`config.mk`:
```
export PLATFORM = sky130hd
export DESIGN_NAME = uart_rx
export DESIGN_NICKNAME = d
export VERILOG_FILES = /design/src/rtl/uart_rx.sv
export SDC_FILE = /design/constraint.sdc
export NUM_CORES = 1
export LEC_CHECK = 0
export CAP_MARGIN = 25
export CORE_UTILIZATION = 45
export CTS_CLUSTER_SIZE = 28
export DETAILED_ROUTE_END_ITERATION = 10
export PLACE_DENSITY = 0.71
export RECOVER_POWER = 25
export SYNTH_ARGS = -nofsm -noshare
export SYNTH_HDL_FRONTEND = slang
export SYNTH_SLANG_ARGS = --single-unit
export TNS_END_PERCENT = 5
```
`constraint.sdc`:
```
create_clock -name clk -period 3.4 [get_ports clk]
set_input_delay 1.02 -clock clk [delete_from_list [all_inputs] [get_ports clk]]
set_output_delay 1.02 -clock clk [all_outputs]
set_load 0.1 [all_outputs]
```
`src/rtl/uart_rx.sv`:
```
// uart_rx: 8N1 serial receiver (1 start, 8 data LSB first, 1 stop, no parity).
// The raw line is brought into the clock domain through a two-flop
// synchroniser. The start bit is re-checked at its centre, and each data and
// stop bit is sampled at its centre. Every received byte is reported with a
// one-cycle rx_valid strobe. A low stop bit gives a single frame_err strobe,
// and the receiver then waits for the line to return high before it hunts for
// the next start bit, so a held-low line (break) cannot produce a stream of
// bogus frames.
// CLKS_PER_BIT must be at least 4 so that the half-bit delay is non-zero.

module uart_rx #(
    parameter int CLKS_PER_BIT = 87
) (
    input  logic       clk,
    input  logic       rst_n,
    input  logic       rx_in,
    output logic [7:0] rx_data,
    output logic       rx_valid,
    output logic       frame_err,
    output logic       rx_busy
);

    localparam int HALF = CLKS_PER_BIT / 2;
    localparam int CW   = $clog2(CLKS_PER_BIT);

    // The last-count values are computed once at full width and then sliced
    // to the counter width.
    localparam logic [31:0] HALF_LAST_W = 32'(HALF - 1);
    localparam logic [31:0] BIT_LAST_W  = 32'(CLKS_PER_BIT - 1);
    localparam logic [CW-1:0] HALF_LAST = HALF_LAST_W[CW-1:0];
    localparam logic [CW-1:0] BIT_LAST  = BIT_LAST_W[CW-1:0];

    typedef enum logic [2:0] {
        S_IDLE  = 3'd0,
        S_START = 3'd1,
        S_DATA  = 3'd2,
        S_STOP  = 3'd3,
        S_BREAK = 3'd4
    } state_t;

    state_t        state;
    logic          s1;
    logic          rx_sync;
    logic [CW-1:0] clk_count;
    logic [2:0]    bit_idx;
    logic [7:0]    shift;

    // Two-flop synchroniser. Both flops reset high so that reset is never
    // mistaken for the falling edge of a start bit.
    always_ff @(posedge clk or negedge rst_n) begin
        if (!rst_n) begin
            s1      <= 1'b1;
            rx_sync <= 1'b1;
        end else begin
            s1      <= rx_in;
            rx_sync <= s1;
        end
    end

    // Receive FSM. It owns the bit timing, the shift register and every
    // registered output. The strobes default low, so each pulse lasts exactly
    // the one cycle after the edge that raised it.
    always_ff @(posedge clk or negedge rst_n) begin
        if (!rst_n) begin
            state     <= S_IDLE;
            clk_count <= '0;
            bit_idx   <= 3'd0;
            shift     <= 8'h00;
            rx_data   <= 8'h00;
            rx_valid  <= 1'b0;
            frame_err <= 1'b0;
            rx_busy   <= 1'b0;
        end else begin
            rx_valid  <= 1'b0;
            frame_err <= 1'b0;
            case (state)
                S_IDLE: begin
                    clk_count <= '0;
                    bit_idx   <= 3'd0;
                    if (!rx_sync) begin
                        state   <= S_START;
                        rx_busy <= 1'b1;
                    end
                end

                S_START: begin
                    if (clk_count == HALF_LAST) begin
                        clk_count <= '0;
                        if (!rx_sync) begin
                            state   <= S_DATA;
                            bit_idx <= 3'd0;
                        end else begin
                            state   <= S_IDLE;
                            rx_busy <= 1'b0;
                        end
                    end else begin
                        clk_count <= clk_count + 1'b1;
                    end
                end

                S_DATA: begin
                    if (clk_count == BIT_LAST) begin
                        clk_count <= '0;
                        shift     <= {rx_sync, shift[7:1]};
                        if (bit_idx == 3'd7) begin
                            state   <= S_STOP;
                            bit_idx <= 3'd0;
                        end else begin
                            bit_idx <= bit_idx + 3'd1;
                        end
                    end else begin
                        clk_count <= clk_count + 1'b1;
                    end
                end

                S_STOP: begin
                    if (clk_count == BIT_LAST) begin
                        clk_count <= '0;
                        if (rx_sync) begin
                            rx_data  <= shift;
                            rx_valid <= 1'b1;
                            state    <= S_IDLE;
                            rx_busy  <= 1'b0;
                        end else begin
                            frame_err <= 1'b1;
                            state     <= S_BREAK;
                        end
                    end else begin
                        clk_count <= clk_count + 1'b1;
                    end
                end

                S_BREAK: begin
                    clk_count <= '0;
                    if (rx_sync) begin
                        state   <= S_IDLE;
                        rx_busy <= 1'b0;
                    end
                end

                default: begin
                    state     <= S_IDLE;
                    clk_count <= '0;
                    bit_idx   <= 3'd0;
                    rx_busy   <= 1'b0;
                end
            endcase
        end
    end

    // A good frame and a framing error are mutually exclusive outcomes.
    assert property (@(posedge clk) disable iff (!rst_n) !(rx_valid && frame_err));

    // rx_busy is a registered copy of "not idle" and must never drift from it.
    assert property (@(posedge clk) disable iff (!rst_n) rx_busy == (state != S_IDLE));

endmodule
```
==> reports/results.ini <==
[finish]
syn_to_final_growth_pct=13.97
fill_cells=283
fin_area_mm2=0.001684
drive_above_1_share_pct=30.83
diodes=0
nets=139

[grt]
grt_max_degree=35
gr-usage-all-layers_pct=17.74
grt_pass1_vias=959
gr-total-overflow=0
grt_pass1_wl_um=4443
antenna_found_initial=0

[synthesis]
yosys_warnings=0
yosysSeqAreaShare_pct=57.75
syn_area_per_cell_um2=13.08
synthesis.area_mm2=0.001478
ys_ff_latch=34
synth_fp_nets=120
synth_cells=113
synth_cell_types=35

[pwr]
power_density_mw_per_mm2=405.3
p_leak_nw=0.8603
max-vdd-ir-drop_uv=246.8
total_power_mw=0.6826

[min_path]
hold_start=s1$_DFF_PN1_
hp-class=flop to flop
hold_path_depth=0
holdPathEnd=rx_sync$_DFF_PN1_

[timing]
fin_crit_ns=2.024
post-route-period-util_pct=59.52
rsz0062_at_grt=no
drv_slew=0
setup-tns-final_ns=0
fin_hold_ws_ns=0.3597
skew_ns=0.01035
fmax_mhz=494.2
max_slew_margin_pct=54.57
hold_violations=0
worst_pin_slew_ns=0.6764
setup_viol=0

[cts]
clockBufferDepth=2
post_cts.repair.setup_buffers=0
root_buffer=clkbuf_4
cts_tree=done
cts.clk_slew.worst_paths_ns=0.09
clkLatencyLatePin_ns=0.34
numCtsBuffers=5
ctsHtreeMaxLevel=2
cts_resized=0
hold_buffers=0
clock-sinks=34

[placed_design]
port_buffers=13
hpwl_um=1708
routabilityCongestion=0.8182
placed_cell_area_mm2=0.001633

[die]
die_x_um=59.31
dieArea_mm2=0.003517
core_area_mm2=0.003078
rows=20
start_util_pct=48.01
io_pins=14
die-height_um=59.31

[job]
cap_viol_max_count=0

[worst_setup_path]
r2r_end=clk_count[3]$_DFF_PN0_
critical_path_class=flop to flop
cp_max_fo=7
crit_path_start_kind=flop
arrival_ns=2.23
reg2reg_slack_ns=1.38
timing.rr.start=clk_count[0]$_DFF_PN0_
crit_required_ns=3.61
r2r_cells=6
end_kind=flop

[drt]
wire_per_inst_um=13.79
drt-total-wl_um=2441
drtIter0Drc=22
routed_via_density=5.237
first_pass_iters=4
vias=927
drc=0
ant_nets=0

[run_status]
run_status=finished, final reports clean

==> state kept, by name (all words and copies together) (netlist names) <==
| name | flops |
|---|---|
| s1 | 1 |
| state | 3 |
| rx_sync | 1 |
| rx_valid | 1 |
| frame_err | 1 |
| clk_count | 7 |
| shift | 8 |
| rx_busy | 1 |
| bit_idx | 3 |
| rx_data | 8 |
==> layer usage <==
| layer | vias to the layer above | track usage, % | part of all wire, % |
|---|---|---|---|
| met1 | 462 | 21.49 | 44 |
| met5 | - | 0 | 0 |
| met4 | 0 | 12.24 | 3.0 |
| met2 | 16 | 27.61 | 49 |
| li1 | 441 | - | - |
| met3 | 8 | 4.585 | 3.8 |
==> worst max-delay path, stage by stage, from the launching register on <==
cell and delay, ns:
dfrtp_1 0.41, inv_1 0.07, ha_1 0.20, nor4bb_1 0.42, a311oi_1 0.22, o21bai_1 0.47
nor2_1 0.11
==> final cells by class <==
class	count	area, µm²	share of cell area [%]
repair buffers	14	110.1	6.538
clock buffers	6	41.29	2.452
well taps	44	55.05	3.269
inverters	7	26.28	1.560
clock inverters	2	10.01	0.5944
multi-input cells	70	588.1	34.92
flip-flops and latches	34	853.3	50.67
==> worst max-delay path by stage <==
stage | start | endpoint | slack [ns] | cells after the start
2_1_floorplan | rx_busy$_DFFE_PN0P_ | rx_busy | 1.48 | 0
3_3_place_gp | clk_count[0]$_DFF_PN0_ | shift[6]$_DFFE_PN0P_ | 1.47 | 5
3_5_place_dp | clk_count[0]$_DFF_PN0_ | clk_count[3]$_DFF_PN0_ | 1.38 | 6
4_1_cts | rx_data[7]$_DFFE_PN0P_ | rx_data[7] | 1.35 | 1
5_1_grt | clk_count[0]$_DFF_PN0_ | clk_count[6]$_DFF_PN0_ | 1.09 | 6
6_report | clk_count[0]$_DFF_PN0_ | clk_count[3]$_DFF_PN0_ | 1.38 | 6
==> synth_stat cells <==
library cell,number,area [µm²]
a21oi_1,1,5.000
a22o_1,2,17.52
a311oi_1,1,8.760
a31oi_1,1,6.260
and3_1,2,12.51
and4_1,1,8.760
buf_2,2,10.01
dfrtp_1,32,800.8
dfstp_2,2,52.55
ha_1,4,50.05
inv_1,7,26.28
maj3_1,1,10.01
mux2_1,1,11.26
mux2_2,16,180.2
mux2i_1,1,10.01
nand2_1,2,7.510
nand2b_1,3,18.77
nand3_1,2,10.01
nand3_2,1,10.01
nand4b_4,1,23.77
nor2_1,11,41.29
nor3_1,3,15.01
nor4_1,1,6.260
nor4_4,1,21.27
nor4bb_1,1,10.01
o21a_1,1,7.510
o21ai_0,1,5.000
o21bai_1,1,7.510
o221ai_1,1,8.760
o31a_1,1,8.760
o32ai_1,1,8.760
or2_2,1,6.260
or4_1,1,7.510
xnor2_1,3,26.28
xor2_1,2,17.52
==> power breakdown <==
group	switching, mW	internal, mW
clock network	0.133	0.0786
registers	0.0128	0.414
logic	0.0273	0.0165
==> cell families (layout without fill, tap and decap cells) <==
group | after synthesis | count (layout) | share of synthesized area, %
AO/OA/AOI/OAI | 11 | 11 | 5.674
flip-flops | 34 | 34 | 57.75
XOR/XNOR | 5 | 5 | 2.964
adder cells (fa/ha/maj) | 5 | 5 | 4.065
AND/OR/NAND/NOR | 31 | 31 | 13.46
buffers and inverters | 9 | 29 | 2.456
multiplexers | 18 | 18 | 13.63
==> per-stage QoR <==
stage                     cells  utilization (%)  worst slack, ns
after floorplan             113                -            1.483
after global placement      169            53.05            1.474
after detailed placement    169            53.05            1.377
after CTS                   177            54.72            1.351
after global routing        177            54.72            1.091
final                       177            54.72            1.376
==> cell usage in the layout (no fill, tap or decap), types with 2 or more instances in the layout <==
cell            n
a22o_1          2
and3_1          2
buf_4          12
clkbuf_4        5
clkinv_2        2
dfrtp_1        32
dfstp_2         2
dlygate4sd3_1   2
ha_1            4
inv_1           7
mux2_2         16
nand2_1         2
nand2b_1        3
nand3_1         2
nor2_1         11
nor3_1          3
xnor2_1         3
xor2_1          2
Note: power is estimated with default switching activity, not from simulation.
